<file path="src/rtl/trap_pkg.sv">
// Shared constants for the M-mode trap sequencer: FSM state codes, CSR addresses,
// mstatus/mie bit positions, cause codes and mtval selection helpers.
package trap_pkg;

    localparam logic [1:0] XLEN_64B = 2'd2;

    localparam logic [1:0] PRIV_U = 2'b00;
    localparam logic [1:0] PRIV_M = 2'b11;

    localparam logic [2:0] ST_IDLE    = 3'd0;
    localparam logic [2:0] ST_W_EPC   = 3'd1;
    localparam logic [2:0] ST_W_CAUSE = 3'd2;
    localparam logic [2:0] ST_W_TVAL  = 3'd3;
    localparam logic [2:0] ST_W_STAT  = 3'd4;
    localparam logic [2:0] ST_M_STAT  = 3'd5;
    localparam logic [2:0] ST_REDIR   = 3'd6;

    localparam logic [11:0] CSR_MSTATUS = 12'h300;
    localparam logic [11:0] CSR_MEPC    = 12'h341;
    localparam logic [11:0] CSR_MCAUSE  = 12'h342;
    localparam logic [11:0] CSR_MTVAL   = 12'h343;

    localparam int unsigned MST_MIE    = 3;
    localparam int unsigned MST_MPIE   = 7;
    localparam int unsigned MST_MPP_LO = 11;
    localparam int unsigned MST_MPP_HI = 12;
    localparam int unsigned MIE_MTIE   = 7;
    localparam int unsigned MIE_MEIE   = 11;

    localparam logic [3:0] EXC_IADDR_MISALIGN = 4'd0;
    localparam logic [3:0] EXC_IACCESS        = 4'd1;
    localparam logic [3:0] EXC_BREAK          = 4'd3;
    localparam logic [3:0] EXC_LADDR_MISALIGN = 4'd4;
    localparam logic [3:0] EXC_SACCESS        = 4'd7;
    localparam logic [3:0] IRQ_MTI            = 4'd7;
    localparam logic [3:0] IRQ_MEI            = 4'd11;

    // E/M load/store faults report the data address
    function automatic logic em_tval_is_addr(input logic [3:0] code);
        return (code >= EXC_LADDR_MISALIGN) && (code <= EXC_SACCESS);
    endfunction

    // F/D fetch faults and breakpoints report the faulting PC
    function automatic logic fd_tval_is_pc(input logic [3:0] code);
        return (code == EXC_IADDR_MISALIGN) || (code == EXC_IACCESS) || (code == EXC_BREAK);
    endfunction

endpackage

</file>
<file path="src/rtl/trap_cause_arbiter.sv">
// Combinational priority select of the winning trap/MRET request:
// E/M exception > MRET > F/D exception > interrupt (MEI beats MTI).
module trap_cause_arbiter
    import trap_pkg::*;
#(
    parameter int unsigned W = 64
)
(
    input  logic         exc_valid_fd_i,
    input  logic [3:0]   exc_code_fd_i,
    input  logic [W-1:0] exc_pc_fd_i,
    input  logic         exc_valid_em_i,
    input  logic [3:0]   exc_code_em_i,
    input  logic [W-1:0] exc_pc_em_i,
    input  logic [W-1:0] exc_addr_em_i,
    input  logic         mret_i,
    input  logic         mei_i,
    input  logic         mti_i,
    input  logic         irq_en_i,
    input  logic [W-1:0] irq_pc_i,
    output logic         req_o,
    output logic         mret_o,
    output logic         irq_o,
    output logic [3:0]   code_o,
    output logic [W-1:0] epc_o,
    output logic [W-1:0] tval_o
);

    always_comb begin
        req_o  = 1'b1;
        mret_o = 1'b0;
        irq_o  = 1'b0;
        code_o = 4'd0;
        epc_o  = '0;
        tval_o = '0;
        if (exc_valid_em_i) begin
            code_o = exc_code_em_i;
            epc_o  = exc_pc_em_i;
            if (em_tval_is_addr(exc_code_em_i)) tval_o = exc_addr_em_i;
        end else if (mret_i) begin
            mret_o = 1'b1;
        end else if (exc_valid_fd_i) begin
            code_o = exc_code_fd_i;
            epc_o  = exc_pc_fd_i;
            if (fd_tval_is_pc(exc_code_fd_i)) tval_o = exc_pc_fd_i;
        end else if ((mei_i | mti_i) & irq_en_i) begin
            irq_o  = 1'b1;
            code_o = mei_i ? IRQ_MEI : IRQ_MTI;
            epc_o  = irq_pc_i;
        end else begin
            req_o  = 1'b0;
        end
    end

endmodule

</file>
<file path="src/rtl/trap_sequencer.sv">
// M-mode trap entry / MRET sequencer: serial CSR updates through one write port, then PC redirect.
// Optional interrupt support is compiled in with `define TRAP_SEQ_IRQ_EN.
module trap_sequencer
    import trap_pkg::*;
#(
    parameter logic [1:0]  XLEN       = XLEN_64B,
    parameter logic [1:0]  RESET_PRIV = PRIV_M,
    localparam int unsigned W         = 32'd1 << (32'(XLEN) + 32'd4)
)
(
    input  logic         i_clk,
    input  logic         i_rst,
    input  logic         i_clk_en,
    input  logic         i_exc_valid_fd,
    input  logic [3:0]   i_exc_code_fd,
    input  logic [W-1:0] i_exc_pc_fd,
    input  logic         i_exc_valid_em,
    input  logic [3:0]   i_exc_code_em,
    input  logic [W-1:0] i_exc_pc_em,
    input  logic [W-1:0] i_exc_addr_em,
    input  logic         i_mret_e,
    input  logic [W-1:0] i_mepc,
    input  logic [W-1:0] i_mtvec,
    input  logic [W-1:0] i_mstatus,
`ifdef TRAP_SEQ_IRQ_EN
    input  logic         i_mtip,
    input  logic         i_meip,
    input  logic [W-1:0] i_irq_pc,
    input  logic [W-1:0] i_mie,
`endif
    output logic         o_csr_wr_en,
    output logic [11:0]  o_csr_wr_addr,
    output logic [W-1:0] o_csr_wr_data,
    output logic         o_flush_fd,
    output logic         o_flush_em,
    output logic         o_stall,
    output logic         o_redirect,
    output logic [W-1:0] o_redirect_pc,
    output logic [1:0]   o_priv,
    output logic         o_busy
);

    logic [2:0]   state_q, state_d;
    logic         mret_q, mret_d, irq_q, irq_d;
    logic [3:0]   cause_q, cause_d;
    logic [W-1:0] epc_q, epc_d, tval_q, tval_d, mst_q, mst_d;
    logic         wr_en_q, wr_en_d;
    logic [11:0]  wr_addr_q, wr_addr_d;
    logic [W-1:0] wr_data_q, wr_data_d;
    logic         redir_q, redir_d;
    logic [W-1:0] redir_pc_q, redir_pc_d;
    logic [1:0]   priv_q, priv_d;
    logic         busy_q, busy_d;

    logic         arb_req, arb_mret, arb_irq;
    logic [3:0]   arb_code;
    logic [W-1:0] arb_epc, arb_tval;
    logic         mei, mti, irq_en;
    logic [W-1:0] irq_pc;
    logic [W-1:0] trap_pc;
    logic         accept;

`ifdef TRAP_SEQ_IRQ_EN
    logic unused_mie;
    assign mei        = i_meip & i_mie[MIE_MEIE];
    assign mti        = i_mtip & i_mie[MIE_MTIE];
    assign irq_en     = i_mstatus[MST_MIE] | (priv_q != PRIV_M);
    assign irq_pc     = i_irq_pc;
    assign unused_mie = ^{i_mie[W-1:12], i_mie[10:8], i_mie[6:0]};
`else
    assign mei    = 1'b0;
    assign mti    = 1'b0;
    assign irq_en = 1'b0;
    assign irq_pc = '0;
`endif

    trap_cause_arbiter #(.W(W)) u_arb (
        .exc_valid_fd_i (i_exc_valid_fd),
        .exc_code_fd_i  (i_exc_code_fd),
        .exc_pc_fd_i    (i_exc_pc_fd),
        .exc_valid_em_i (i_exc_valid_em),
        .exc_code_em_i  (i_exc_code_em),
        .exc_pc_em_i    (i_exc_pc_em),
        .exc_addr_em_i  (i_exc_addr_em),
        .mret_i         (i_mret_e),
        .mei_i          (mei),
        .mti_i          (mti),
        .irq_en_i       (irq_en),
        .irq_pc_i       (irq_pc),
        .req_o          (arb_req),
        .mret_o         (arb_mret),
        .irq_o          (arb_irq),
        .code_o         (arb_code),
        .epc_o          (arb_epc),
        .tval_o         (arb_tval)
    );

    // Flushes are the only same-cycle outputs: they fire on the accept cycle itself
    assign accept     = (state_q == ST_IDLE) & arb_req & i_clk_en & ~i_rst;
    assign o_flush_fd = accept;
    assign o_flush_em = accept;

    always_comb begin
        trap_pc = i_mtvec & ~W'(3);
`ifdef TRAP_SEQ_IRQ_EN
        if (irq_q && (i_mtvec[1:0] == 2'b01)) trap_pc = trap_pc + (W'(cause_q) << 2);
`endif
    end

    always_comb begin
        state_d    = state_q;
        mret_d     = mret_q;
        irq_d      = irq_q;
        cause_d    = cause_q;
        epc_d      = epc_q;
        tval_d     = tval_q;
        mst_d      = mst_q;
        wr_en_d    = 1'b0;
        wr_addr_d  = 12'd0;
        wr_data_d  = '0;
        redir_d    = 1'b0;
        redir_pc_d = '0;
        priv_d     = priv_q;

        case (state_q)
            ST_IDLE: begin
                if (arb_req) begin
                    state_d = arb_mret ? ST_M_STAT : ST_W_EPC;
                    mret_d  = arb_mret;
                    irq_d   = arb_irq;
                    cause_d = arb_code;
                    epc_d   = arb_epc;
                    tval_d  = arb_tval;
                    mst_d   = i_mstatus;
                end
            end
            ST_W_EPC:   state_d = ST_W_CAUSE;
            ST_W_CAUSE: state_d = ST_W_TVAL;
            ST_W_TVAL:  state_d = ST_W_STAT;
            ST_W_STAT:  state_d = ST_REDIR;
            ST_M_STAT:  state_d = ST_REDIR;
            default:    state_d = ST_IDLE;
        endcase

        // Registered outputs are decoded from the state being entered
        case (state_d)
            ST_W_EPC: begin
                wr_en_d   = 1'b1;
                wr_addr_d = CSR_MEPC;
                wr_data_d = epc_d;
            end
            ST_W_CAUSE: begin
                wr_en_d          = 1'b1;
                wr_addr_d        = CSR_MCAUSE;
                wr_data_d        = W'(cause_d);
                wr_data_d[W-1]   = irq_d;
            end
            ST_W_TVAL: begin
                wr_en_d   = 1'b1;
                wr_addr_d = CSR_MTVAL;
                wr_data_d = tval_d;
            end
            ST_W_STAT: begin
                wr_en_d                           = 1'b1;
                wr_addr_d                         = CSR_MSTATUS;
                wr_data_d                         = mst_d;
                wr_data_d[MST_MPIE]               = mst_d[MST_MIE];
                wr_data_d[MST_MIE]                = 1'b0;
                wr_data_d[MST_MPP_HI:MST_MPP_LO]  = priv_q;
            end
            ST_M_STAT: begin
                wr_en_d                           = 1'b1;
                wr_addr_d                         = CSR_MSTATUS;
                wr_data_d                         = mst_d;
                wr_data_d[MST_MIE]                = mst_d[MST_MPIE];
                wr_data_d[MST_MPIE]               = 1'b1;
                wr_data_d[MST_MPP_HI:MST_MPP_LO]  = PRIV_U;
            end
            ST_REDIR: begin
                redir_d    = 1'b1;
                redir_pc_d = mret_d ? i_mepc : trap_pc;
                priv_d     = mret_d ? mst_d[MST_MPP_HI:MST_MPP_LO] : PRIV_M;
            end
            default: ;
        endcase

        busy_d = (state_d != ST_IDLE);
    end

    // All state, including registered outputs, freezes while i_clk_en is low
    always_ff @(posedge i_clk or posedge i_rst) begin
        if (i_rst) begin
            state_q    <= ST_IDLE;
            mret_q     <= 1'b0;
            irq_q      <= 1'b0;
            cause_q    <= 4'd0;
            epc_q      <= '0;
            tval_q     <= '0;
            mst_q      <= '0;
            wr_en_q    <= 1'b0;
            wr_addr_q  <= 12'd0;
            wr_data_q  <= '0;
            redir_q    <= 1'b0;
            redir_pc_q <= '0;
            priv_q     <= RESET_PRIV;
            busy_q     <= 1'b0;
        end else if (i_clk_en) begin
            state_q    <= state_d;
            mret_q     <= mret_d;
            irq_q      <= irq_d;
            cause_q    <= cause_d;
            epc_q      <= epc_d;
            tval_q     <= tval_d;
            mst_q      <= mst_d;
            wr_en_q    <= wr_en_d;
            wr_addr_q  <= wr_addr_d;
            wr_data_q  <= wr_data_d;
            redir_q    <= redir_d;
            redir_pc_q <= redir_pc_d;
            priv_q     <= priv_d;
            busy_q     <= busy_d;
        end
    end

    assign o_csr_wr_en   = wr_en_q;
    assign o_csr_wr_addr = wr_addr_q;
    assign o_csr_wr_data = wr_data_q;
    assign o_redirect    = redir_q;
    assign o_redirect_pc = redir_pc_q;
    assign o_priv        = priv_q;
    assign o_busy        = busy_q;
    assign o_stall       = busy_q;

endmodule

</file>
<file path="config.mk">
export PLATFORM = sky130hd
export DESIGN_NAME = trap_sequencer
export DESIGN_NICKNAME = d
export VERILOG_FILES = /design/src/rtl/trap_pkg.sv /design/src/rtl/trap_cause_arbiter.sv /design/src/rtl/trap_sequencer.sv
export SDC_FILE = /design/constraint.sdc
export NUM_CORES = 1
export LEC_CHECK = 0
export CAP_MARGIN = 20
export CORE_AREA = 2 2 210 212
export DETAILED_ROUTE_END_ITERATION = 7
export DIE_AREA = 0 0 212 214
export PLACE_DENSITY = 0.71
export SETUP_SLACK_MARGIN = 0.3
export SLEW_MARGIN = 10
export SYNTH_ARGS = -nofsm -noshare
export SYNTH_HDL_FRONTEND = slang
export SYNTH_HIERARCHICAL = 1
export SYNTH_SLANG_ARGS = --single-unit
export TNS_END_PERCENT = 20
</file>
<file path="constraint.sdc">
create_clock -name i_clk -period 25.5 [get_ports i_clk]
set_input_delay 2.55 -clock i_clk [delete_from_list [all_inputs] [get_ports i_clk]]
set_output_delay 2.55 -clock i_clk [all_outputs]
set_load 0.01 [all_outputs]
</file>
# Yosys cells after proc, flatten, opt, wreduce, memory -nomap -nowiden
# Index checks and enable logic that the tools add are counted.
# totals
register_bits,346
in_bits,398
output_inout_bits,148
wordCells,81
# op_classes
n_lt_le_gt_ge,2
n_eq_ne,13
muxes,38
n_bitwise,4
n_reduce_logical,10
# op_table
operator,n
64-bit 2-to-1 mux,16
64-bit one-hot mux with 5 select lines,1
10-bit one-hot mux with 4 select lines,1
4-bit 2-to-1 mux,5
"3-bit equality test, second input constant",5
3-bit one-hot mux with 5 select lines,1
"3-bit by 2-bit equality test with 1-bit output, second input constant",4
1-bit 2-to-1 mux,11
"3-bit by 1-bit equality test with 1-bit output, second input constant",2
3-bit 2-to-1 mux,2
5-bit OR reduction,1
"4-bit by 1-bit equality test with 1-bit output, second input constant",1
"4-bit by 2-bit equality test with 1-bit output, second input constant",1
"4-bit by 3-bit >= comparator with 1-bit output, second input constant",1
"4-bit by 3-bit <= comparator with 1-bit output, second input constant",1
4-bit zero test,1
2-bit OR reduction,2
1-bit bitwise AND,3
3-bit zero test,1
3-bit nonzero test,1
1-bit logical OR,2
2-bit 2-to-1 mux,1
2-bit AND reduction,1
1-bit logical AND,1
1-bit inverter,1

# Longest topological paths before layout
# logic_depth
ltp_word,10
mapped_depth,10
mapped_depth_nobuf,6

# Modules after synthesis
# Netlist, hierarchy kept.
# by_module_without_submodules
mod,instances,cells_each,area_each_um2,seq_area_each_um2
trap_sequencer,1,953,12335.6,6834.1
trap_cause_arbiter,1,247,1991.9,0.0

# Least setup slack after synthesis
# No wires, ideal clock.
# synth_path
path_kind,input -> output
from,in i_exc_valid_em
to,out o_flush_fd
t_arrival_ns,3.858
required_time_ns,22.950
path_slack_ns,19.092
stages,9
path_buffers,5
path_cell_list,buf_4 > nor2_1 > nand3b_1 > nand3_1 > buf_2 > buf_2 > buf_2 > nor2_1 > buf_4
# synth_via
elab_chain_len,4
# synth_rtl
element,line_no,rtl
"start, declared",trap_sequencer.sv:17,"input logic i_exc_valid_em,"
1-bit 2-to-1 mux,trap_cause_arbiter.sv:36,if (exc_valid_em_i) begin
via arb_req,trap_sequencer.sv:55,"logic arb_req, arb_mret, arb_irq;"
1-bit bitwise AND (3 in a row),trap_sequencer.sv:99,assign accept = (state_q == ST_IDLE) & arb_req & i_clk_en & ~i_rst;
"end, declared",trap_sequencer.sv:34,"output logic o_flush_fd,"
# The timed path passes the listed nets, and every way through them passes these cells.

# Worst setup path in the final report
# layout_path
from,in i_clk_en
to,out o_flush_fd
# layout_via
elab_chain_len,2
# layout_rtl
element,line_no,rtl
"start, declared",trap_sequencer.sv:13,"input logic i_clk_en,"
1-bit bitwise AND (2 in a row),trap_sequencer.sv:99,
# Every way passes these cells.

==> results.py <==
metrics = {
    "global_routing": {
        "antenna_found_initial": 3,
        "grt_pass1_vias": 13100,
        "gr-total-overflow": 0,
        "grt_usage_pct": 22.5,
        "grt_first_pass_wirelength_um": 78400,
        "grt_max_degree": 156,
    },
    "clock_network": {
        "ctsResizeCount": 0,
        "worstSkewPairLatency_ns": 0.54,
        "holdBufCountCts": 0,
        "cts_tree": "done",
        "htree_levels": 2,
        "cts_setup_buffers": 0,
        "root_buffer": "clkbuf_16",
        "numCtsBuffers": 34,
        "clk_pin_slew_ns": 0.05,
        "clockBufferDepth": 3,
        "clkSinkCount": 273,
    },
    "sta": {
        "period_share_pct": 30.3,
        "setup_ws_ns": 17.76,
        "finalSetupViolCount": 0,
        "max-slew-margin-rel_pct": -180,
        "hold_viol": 0,
        "rsz0062_at_grt": "no",
        "fin_crit_ns": 7.74,
        "drv_slew": 69,
        "fmax_mhz": 129,
        "tightest_slew_ns": 4.17,
        "finClkSkew_ns": 0.0186,
        "finalSetupTns_ns": 0,
    },
    "placed_design": {
        "dp_hpwl_um": 35800,
        "gp_congestion": 0.795,
        "pre_cts_slack_ns": 17.78,
        "port_buffers": 536,
        "dpl.cell_count": 2285,
    },
    "yosys": {
        "yosysWarnings": 6,
        "synth_fa_ha_area_share_pct": 0,
        "synth.avg_cell_area_um2": 11.9,
        "synthFlopType": "dfrtp_1",
        "synthArstFlopShare_pct": 100,
        "syn_inst": 1200,
        "synth_top_family_by_area": "compound AO/OA/AOI/OAI gates",
        "synth_mux_area_share_pct": 19.6,
        "ys_seq_area_share_pct": 47.7,
        "synthDistinctLibCells": 44,
        "ys_ff_latch": 273,
        "synth_compound_area_share_pct": 20.6,
        "synth-simple-area-share_pct": 6.66,
        "synth-xor-area-share_pct": 0.0611,
        "synth_edf_count": 0,
        "synth_area_mm2": 0.0143,
    },
    "routing": {
        "vias_per_cell": 5.22,
        "drtIter0Drc": 767,
        "firstDrtPassIters": 7,
        "ant_nets": 0,
        "finalWirelength_um": 51800,
        "vias": 12300,
        "detail_route.drc_violations": 0,
        "wl_per_cell_um": 22.0,
    },
    "floorplan": {
        "dieArea_mm2": 0.0454,
        "start_util_pct": 33.4,
        "fp.dieH_um": 214,
        "rows": 76,
        "coreArea_mm2": 0.0429,
        "fp.dieW_um": 212,
        "io_pins": 546,
    },
    "layout": {
        "area_delta_synth_final_pct": 49.2,
        "final_cell_mix": "clkdlybuf4s50_1 (535), dfrtp_1 (271), mux2i_1 (121)",
        "final_common_cell": "clkdlybuf4s50_1",
        "postLayoutCoreUtil_pct": 49.8,
        "multiInputGateArea_mm2": 0.00709,
        "drive_gt1_share_pct": 6.93,
        "nets": 2134,
        "final_cells": 2349,
        "n_fill_cell": 3903,
        "seq_area_mm2": 0.00683,
    },
    "setup_path": {
        "cp_max_fo": 66,
        "critical_path_class": "in2out",
        "path_cells": "clkdlybuf4s50_1 -> buf_4 -> inv_4 -> nor2_1 -> nand3_4 -> nor2_1 -> clkdlybuf4s50_1",
        "cp_num_buf_inv": 4,
        "critPathArrivalTime_ns": 5.19,
        "crit_family": "buffers and inverters",
        "endpoint_kind": "primary output",
        "crit_slowest_cell": "clkdlybuf4s50_1",
        "reg2reg_from": "state_q[0]",
        "critPathLaunch": "i_clk_en",
        "crit_path_start_kind": "input port",
        "worstPathRequired_ns": 22.95,
        "critPathMaxStageDelay_ns": 0.57,
    },
    "power": {
        "worst_ir_drop_vdd_mv": 0.0382,
        "p_total_mw": 1.98,
        "leakage_nw": 9.13,
        "power_density_mw_per_mm2": 92.5,
    },
    "run": {
        "drv_cap": 0,
    },
    "status": {
        "violations": "slew limit",
        "status": "complete, but fails checks",
    },
    "min_path": {
        "hold_path.startpoint": "o_redirect_pc[57]",
        "hold_path_class": "reg2reg",
    },
}
worst register-to-register path: stages, from the launching register on:
cell,delay (ns)
dfrtp_1,0.64
nor4b_4,0.37
buf_4,0.56
mux2i_4,0.32
buf_4,0.80
mux2i_1,0.52
o2bb2ai_1,0.10
Yosys cell counts (5+ instances only):
| library cell | count | area share (%) |
|---|---|---|
| mux2i_1 | 122 | 8.5 |
| dfrtp_1 | 271 | 47 |
| a22o_1 | 67 | 4.1 |
| and2_1 | 63 | 2.8 |
| nand3b_1 | 5 | 0.26 |
| buf_2 | 41 | 1.4 |
| o2bb2ai_1 | 66 | 4.0 |
| buf_4 | 23 | 1.2 |
| mux2_1 | 109 | 8.6 |
| inv_1 | 5 | 0.13 |
| a22oi_1 | 56 | 2.9 |
| o221ai_1 | 56 | 3.4 |
| nand2_1 | 74 | 1.9 |
| nor2b_1 | 9 | 0.39 |
| a221o_1 | 67 | 4.7 |
| nor2_1 | 14 | 0.37 |
| o21ai_0 | 5 | 0.17 |
| a21oi_1 | 12 | 0.42 |
| clkbuf_1 | 47 | 1.2 |
| mux2_2 | 32 | 2.5 |
| buf_6 | 15 | 1.2 |
per-stage QoR:
step	cell area [um2]	hold slack, ns
3_5_place_dp	20200	0.473
4_1_cts	21400	0.482
5_1_grt	21400	0.496
2_1_floorplan	14600	0.456
3_3_place_gp	20200	0.466
6_report	21400	0.482
report_power, final:
part           switching (mW)  total [mW]  internal, mW  leakage (nW)
clock network           0.193       0.494         0.301         0.572
registers               0.103       0.704         0.601          3.58
logic                   0.375       0.778         0.403          4.97
area by class of cell:
type	instances	share of cell area, %
Timing Repair Buffer	555	25.8
Inverter	6	0.152
Clock inverter	9	0.404
Multi-Input combinational cell	866	33.2
Sequential cell	273	32.0
Tap cell	585	3.43
Clock buffer	52	5.02
Antenna cell	3	0.0351
path summary, 6_finish.rpt:
kind | end | depth (start not counted) | slack (ns)
min | o_redirect_pc[57] | 1 | 0.48
min reg2reg | o_redirect_pc[57] | 1 | 0.48
min in group asynchronous | o_csr_wr_data[17] | 2 | 2.59
max in group asynchronous | mst_q[51] | 3 | 21.50
max reg2reg | o_redirect_pc[21] | 6 | 22.04
max | o_flush_fd | 7 | 17.76
logic make-up (layout without fill, tap and decap cells):
| kind of cell | count (synthesis) | after routing |
|---|---|---|
| AOI/OAI and AO/OA | 345 | 345 |
| xor gates and xnor gates | 1 | 1 |
| buffers and inverters | 137 | 622 |
| DFF | 273 | 273 |
| muxes | 263 | 263 |
| other | 1 | 80 |
| and+or+nand+nor | 180 | 180 |
registers in the layout, summed over array words and instances, names as in the netlist:
signal         count
mret_q             1
o_priv             2
mst_q             63
o_redirect_pc     64
o_busy             1
irq_q              1
o_csr_wr_data     64
tval_q            64
state_q            3
cause_q            4
o_redirect         1
o_csr_wr_addr      4
o_csr_wr_en        1
routing by layer:
metal / track usage [%] / share of wire (%) / vias to the layer above / routed length, um
met5: 0 / 0 / - / 0
met4: 9.46 / 4.0 / 0 / 2060
met3: 5.67 / 6.8 / 96 / 3520
met2: 38.8 / 50 / 463 / 25600
met1: 26.5 / 40 / 6098 / 20600
li1: - / - / 5611 / -
Note: power is estimated with default switching activity, not from simulation.
